$ cat src/rtl/release_channel_arbiter.sv
// rtl/release_channel_arbiter.sv - round-robin, message-locking arbiter for the shared release channel
module release_channel_arbiter #(
    parameter int N_REQ = 2,
    parameter int W     = 128,
    parameter int BEATS = 4,
    localparam int SRC_W = (N_REQ > 1) ? $clog2(N_REQ) : 1,
    localparam int CNT_W = (BEATS > 0) ? $clog2(BEATS + 1) : 1
) (
    input  logic                 clock,
    input  logic                 reset,
    input  logic [N_REQ-1:0]     req_valid,
    output logic [N_REQ-1:0]     req_ready,
    input  logic [N_REQ*W-1:0]   req_bits,
    input  logic [N_REQ-1:0]     req_has_data,
    output logic                 out_valid,
    input  logic                 out_ready,
    output logic [W-1:0]         out_bits,
    output logic [SRC_W-1:0]     out_src,
    output logic                 busy,
    output logic [CNT_W-1:0]     beat_cnt
);

    typedef enum logic {IDLE, LOCKED} state_t;

    localparam logic [CNT_W-1:0] LAST_BEAT = CNT_W'(BEATS - 1);
    localparam bit               MULTI     = (BEATS > 1);

    state_t           state;
    logic [SRC_W-1:0] rr_ptr;
    logic [SRC_W-1:0] owner;
    logic [SRC_W-1:0] sel;
    logic [SRC_W-1:0] cur;
    logic             any_valid;
    logic             cur_valid;
    logic             fire;

    // (a + b) mod N_REQ, used for both the scan order and pointer advance
    function automatic logic [SRC_W-1:0] wrap_add(input int a, input int b);
        int s;
        s = (a + b) % N_REQ;
        return s[SRC_W-1:0];
    endfunction

    // Round-robin scan: walk backwards so the candidate closest to rr_ptr wins
    always_comb begin
        sel       = '0;
        any_valid = |req_valid;
        for (int k = N_REQ - 1; k >= 0; k--) begin
            if (req_valid[wrap_add(int'(rr_ptr), k)]) begin
                sel = wrap_add(int'(rr_ptr), k);
            end
        end
    end

    // Output mux: the locked owner overrides arbitration; reset blanks everything
    always_comb begin
        cur       = (state == LOCKED) ? owner : sel;
        cur_valid = (state == LOCKED) ? req_valid[owner] : any_valid;
        out_valid = !reset && cur_valid;
        out_src   = reset ? '0 : cur;
        out_bits  = '0;
        if (!reset && (state == LOCKED || any_valid)) begin
            out_bits = req_bits[int'(cur)*W +: W];
        end
        req_ready = '0;
        if (!reset && cur_valid && out_ready) begin
            req_ready[cur] = 1'b1;
        end
        fire = out_valid && out_ready;
        busy = (state == LOCKED);
    end

    // Arbitration state: lock on a data message, release after its last beat
    always_ff @(posedge clock or posedge reset) begin
        if (reset) begin
            state    <= IDLE;
            rr_ptr   <= '0;
            owner    <= '0;
            beat_cnt <= '0;
        end else if (fire) begin
            case (state)
                IDLE: begin
                    if (MULTI && req_has_data[sel]) begin
                        state    <= LOCKED;
                        owner    <= sel;
                        beat_cnt <= CNT_W'(1);
                    end else begin
                        rr_ptr <= wrap_add(int'(sel), 1);
                    end
                end
                LOCKED: begin
                    if (beat_cnt == LAST_BEAT) begin
                        state    <= IDLE;
                        beat_cnt <= '0;
                        rr_ptr   <= wrap_add(int'(owner), 1);
                    end else begin
                        beat_cnt <= beat_cnt + CNT_W'(1);
                    end
                end
                default: state <= IDLE;
            endcase
        end
    end

endmodule
$ cat config.mk
export PLATFORM = sky130hd
export DESIGN_NAME = release_channel_arbiter
export DESIGN_NICKNAME = d
export VERILOG_FILES = /design/src/rtl/release_channel_arbiter.sv
export SDC_FILE = /design/constraint.sdc
export NUM_CORES = 1
export LEC_CHECK = 0
export CAP_MARGIN = 5
export CORE_AREA = 2 2 156 158
export DETAILED_ROUTE_END_ITERATION = 8
export DIE_AREA = 0 0 158 160
export PLACE_DENSITY = 0.49
export RECOVER_POWER = 25
export SETUP_SLACK_MARGIN = 0.1
export SLEW_MARGIN = 40
export SYNTH_ARGS = -nofsm -noshare
export SYNTH_HDL_FRONTEND = slang
export SYNTH_SLANG_ARGS = --single-unit
$ cat constraint.sdc
create_clock -name clock -period 5.5 [get_ports clock]
set_input_delay 1.1 -clock clock [delete_from_list [all_inputs] [get_ports clock]]
set_output_delay 1.1 -clock clock [all_outputs]
set_load 0.02 [all_outputs]
==> metrics list <==
- Clk_lat worst skew: ~230 ps
- STA classifies the critical path startpoint as a primary input.
* Total negative slack: 0 ps
- Class of the tightest hold or removal check: reg2reg
- Internal power comes to 0.00104 W.
* Critical path endpoint category: output pin
- The analysis attributes to net switching a power of 0.00115 W.
* Worst stage delay on the critical path: 650 ps
* Post-Syn Nets: ~740
- The count of final max-slew check failures came to 0.
- Most common cell in the netlist: sky130_fd_sc_hd__nand2_1
- Cell-by-cell listing of the critical path: dlygate4sd3_1 > nor2b_1 > o31ai_4 > buf_12 > buf_12 > nand2_1 > a21oi_1 > clkdlybuf4s50_1
- After the last flow step, the layout net total stands at 1105.
* Crit Path Max Fanout: 61
* Per-cell via count in the routed design: 3.86
- First-pass GRT wire length: roughly 24000 um
- After the first detailed-routing iteration, the DRC count stood at roughly 250.
* Worst-case clock skew: roughly 3.7 ps
* Router iterations before antenna repair: 4
- Cells with a size suffix above 1 make up 2.03% of the layout.
* Clk pin slew, worst setup/hold paths: 30 ps
- Synthesis produced a netlist whose cell count is 473.
- The initialized floorplan defines 57 standard-cell rows.
- Static timing analysis puts the maximum clock frequency at 208 MHz.
- The congestion estimate from routability-driven global placement came to 0.865.
- Post-CTS sizing: 0
- Commonest register cell after synthesis: sky130_fd_sc_hd__dfrtp_1
- H-tree levels: 1
- Clock Power Share: 5.3%
- TritonCTS built the clock tree.
- The average instance in the mapped netlist occupies 4.68 um2.
* Footprint of the flip-flops and latches: roughly 150 um2
* Number of sinks driven by the clock tree: 6
- Post-CTS Setup Repair Bufs: 0
- Sequential cells account for 4.4% of the total power.
- Compared with the post-synthesis result, the final layout area differs by 200%.
- Across all layers, the routed design uses 4485 vias.
* Most common library cells after synthesis: sky130_fd_sc_hd__nand2_1 (258), sky130_fd_sc_hd__a21oi_1 (128), sky130_fd_sc_hd__buf_2 (24), sky130_fd_sc_hd__clkbuf_1 (18), sky130_fd_sc_hd__dfrtp_1 (6)
- Among all stages on the critical path, the largest delay is contributed by sky130_fd_sc_hd__clkdlybuf4s50_1.
- Run status: completed
* Critical path required time: 4400 ps
- In the final layout, the multi-input gates occupy 1870 um2.
- Overall Global Routing Usage: 11.9%
- Switching Fraction: 52.7%
- Crit path buf inv count: 4
- RSZ-0062 raised after global routing: false
* Fraction of the cycle the final worst path needs: 87.5%
- Once detail routing completed, the nets flagged for antenna violations numbered 0.
- Number of synthesis warnings: 0
* Dpl hpwl: 13300 um
* Power share of the combinational group: ~90%
- Chip Width: between 150 and 200 um
- Cell taking the most area after synthesis: sky130_fd_sc_hd__nand2_1
- The number of failing hold endpoints at the final stage was 0.
* Number of maximum-capacitance constraint violations: 0
- Power Dens Cells: between 300 and 400 nW/um2
* Number of buffer cells added on primary ports: 398
* Cell occurring most often along the worst timing path: sky130_fd_sc_hd__buf_12
* Number of setup violations in the final report: 0
- Clock Path Buffers: 2
* Number of buffers added by the clock tree synthesis step: 3
- Num ports: around 400
* Die outline area: about 25000 um2
- Top area cells in the synthesized netlist: sky130_fd_sc_hd__nand2_1 (44%), sky130_fd_sc_hd__a21oi_1 (29%), sky130_fd_sc_hd__dfrtp_1 (6.8%), sky130_fd_sc_hd__buf_2 (5.4%), sky130_fd_sc_hd__clkbuf_1 (3.1%)
- Sequential cell area fraction in the yosys report: between 6 and 7%
- CORE AREA: 23800 um2
- Total gr overflow: 0
* Number of global-route vias before repair: 4388
- Dividing the detail-routed wire length by the instance count gives 14.2 um.
- In this run the cell area of the synthesized design comes to 2210 um2.
* Kind of cell with the highest combined delay on the critical path: buffers and inverters
- Of all flip-flops after synthesis, the portion carrying an async set or reset was between 90% and 100%.
- For this block, the routed nets add up to 16500 um of wire.
- Antenna Cells: 0
- The worst setup path is of the in2out kind.
* Library cells used by synthesis: 30
- Tightest Pin Transition: 565 ps
- Hold-fix buffers, CTS: 0
- Starting density of the core: 9.29%
- Clock root buffer: sky130_fd_sc_hd__clkbuf_16
- Worst hold-check slack: 513 ps
- For this run, design rule violations remaining after detail routing come to 0.
- In this run the static leakage power is 2.60 nW.
* Worst Path Arrival: 3710 ps
- The top cell type by area accounts for 43.8% of the synthesized area.
- Number of flip-flops and latches in the synthesized netlist: 6
- The die is 160 um tall.
- Final critical delay including setup and external delays: 4810 ps
* Number of flops mapped to enable cells by yosys: 0
- Entering global routing, the biggest net connects between 70 and 80 pins.
* Peak VDD IR: 0.287 mV
* Number of antenna violations at the first check in global routing: 0
* Max_slew headroom: 62.3%
- The layout has 2653 filler cells.
placed cells by master (no fill, tap or decap), types with 3 or more instances in the layout:
master / instances
sky130_fd_sc_hd__nor2_1: 5
sky130_fd_sc_hd__dlygate4sd3_1: 25
sky130_fd_sc_hd__a21oi_1: 128
sky130_fd_sc_hd__nand2_1: 258
sky130_fd_sc_hd__o21ai_0: 3
sky130_fd_sc_hd__nand2b_1: 3
sky130_fd_sc_hd__inv_1: 5
sky130_fd_sc_hd__clkbuf_16: 3
sky130_fd_sc_hd__buf_12: 6
sky130_fd_sc_hd__clkdlybuf4s50_1: 373
sky130_fd_sc_hd__dfrtp_1: 6
state kept, by name, indices dropped and copies added (netlist names):
| name | flops |
|---|---|
| busy | 1 |
| owner | 1 |
| beat_cnt | 3 |
| rr_ptr | 1 |
path summary, 6_finish.rpt:
| path | to | cells after the start | slack (ps) | start |
|---|---|---|---|---|
| max | out_bits[96] | 8 | 690 | req_valid[0] |
| min | rr_ptr | 1 | 510 | rr_ptr |
| max reg2reg | owner | 4 | 3270 | busy |
| min reg2reg | rr_ptr | 1 | 510 | rr_ptr |
| max in group asynchronous | busy | 2 | 3880 | reset |
| min in group asynchronous | beat_cnt[2] | 2 | 1360 | reset |
final cells by class:
| cell class | instances | share of cell area, % |
|---|---|---|
| sequential | 6 | 2.26 |
| timing repair buffer | 407 | 62.2 |
| inverter | 5 | 0.282 |
| clock buffer | 3 | 1.13 |
| multi-input combinational | 418 | 28.1 |
| tap | 324 | 6.10 |
per-stage QoR:
stage                     util, %  cell area [um2]  worst slack [ps]  total power (W)  std cells
final                        27.9             6650               686          0.00219       1163
after global routing         27.9             6650               504          0.00237       1163
after CTS                    27.9             6650               721          0.00224       1163
after detailed placement     27.6             6580               725          0.00211       1160
after global placement       27.6             6560               717          0.00212       1159
after floorplan                 -             2210              2030          0.00117        473
power groups by stage:
stage | combinational, W | clock (W) | sequential (W)
2_1_floorplan | 0.00108 | 0 | 0.0000928
3_3_place_gp | 0.00203 | 0 | 0.0000982
3_5_place_dp | 0.00201 | 0 | 0.0000980
4_1_cts | 0.00202 | 0.000118 | 0.0000979
5_1_grt | 0.00215 | 0.000123 | 0.000100
6_report | 0.00198 | 0.000117 | 0.0000955
kinds of logic (layout without fill, tap and decap cells):
logic type,count (synthesis),count (layout),share of synthesized area (%)
compound gates,143,143,34.1
fa+ha+maj,1,1,0.565
buf+inv,49,415,10.0
flops,6,6,6.78
mux,3,3,1.47
simple gates,271,271,47.0
metal layers:
| layer | vias up | global-route usage (%) | share of wire (%) |
|---|---|---|---|
| met5 | - | 0 | 0 |
| met4 | 0 | 1.56 | 1.1 |
| met3 | 12 | 2.23 | 9.1 |
| met2 | 242 | 22.5 | 51 |
| met1 | 1965 | 14.0 | 39 |
| li1 | 2266 | - | - |
(Power assumes the default switching activity.)
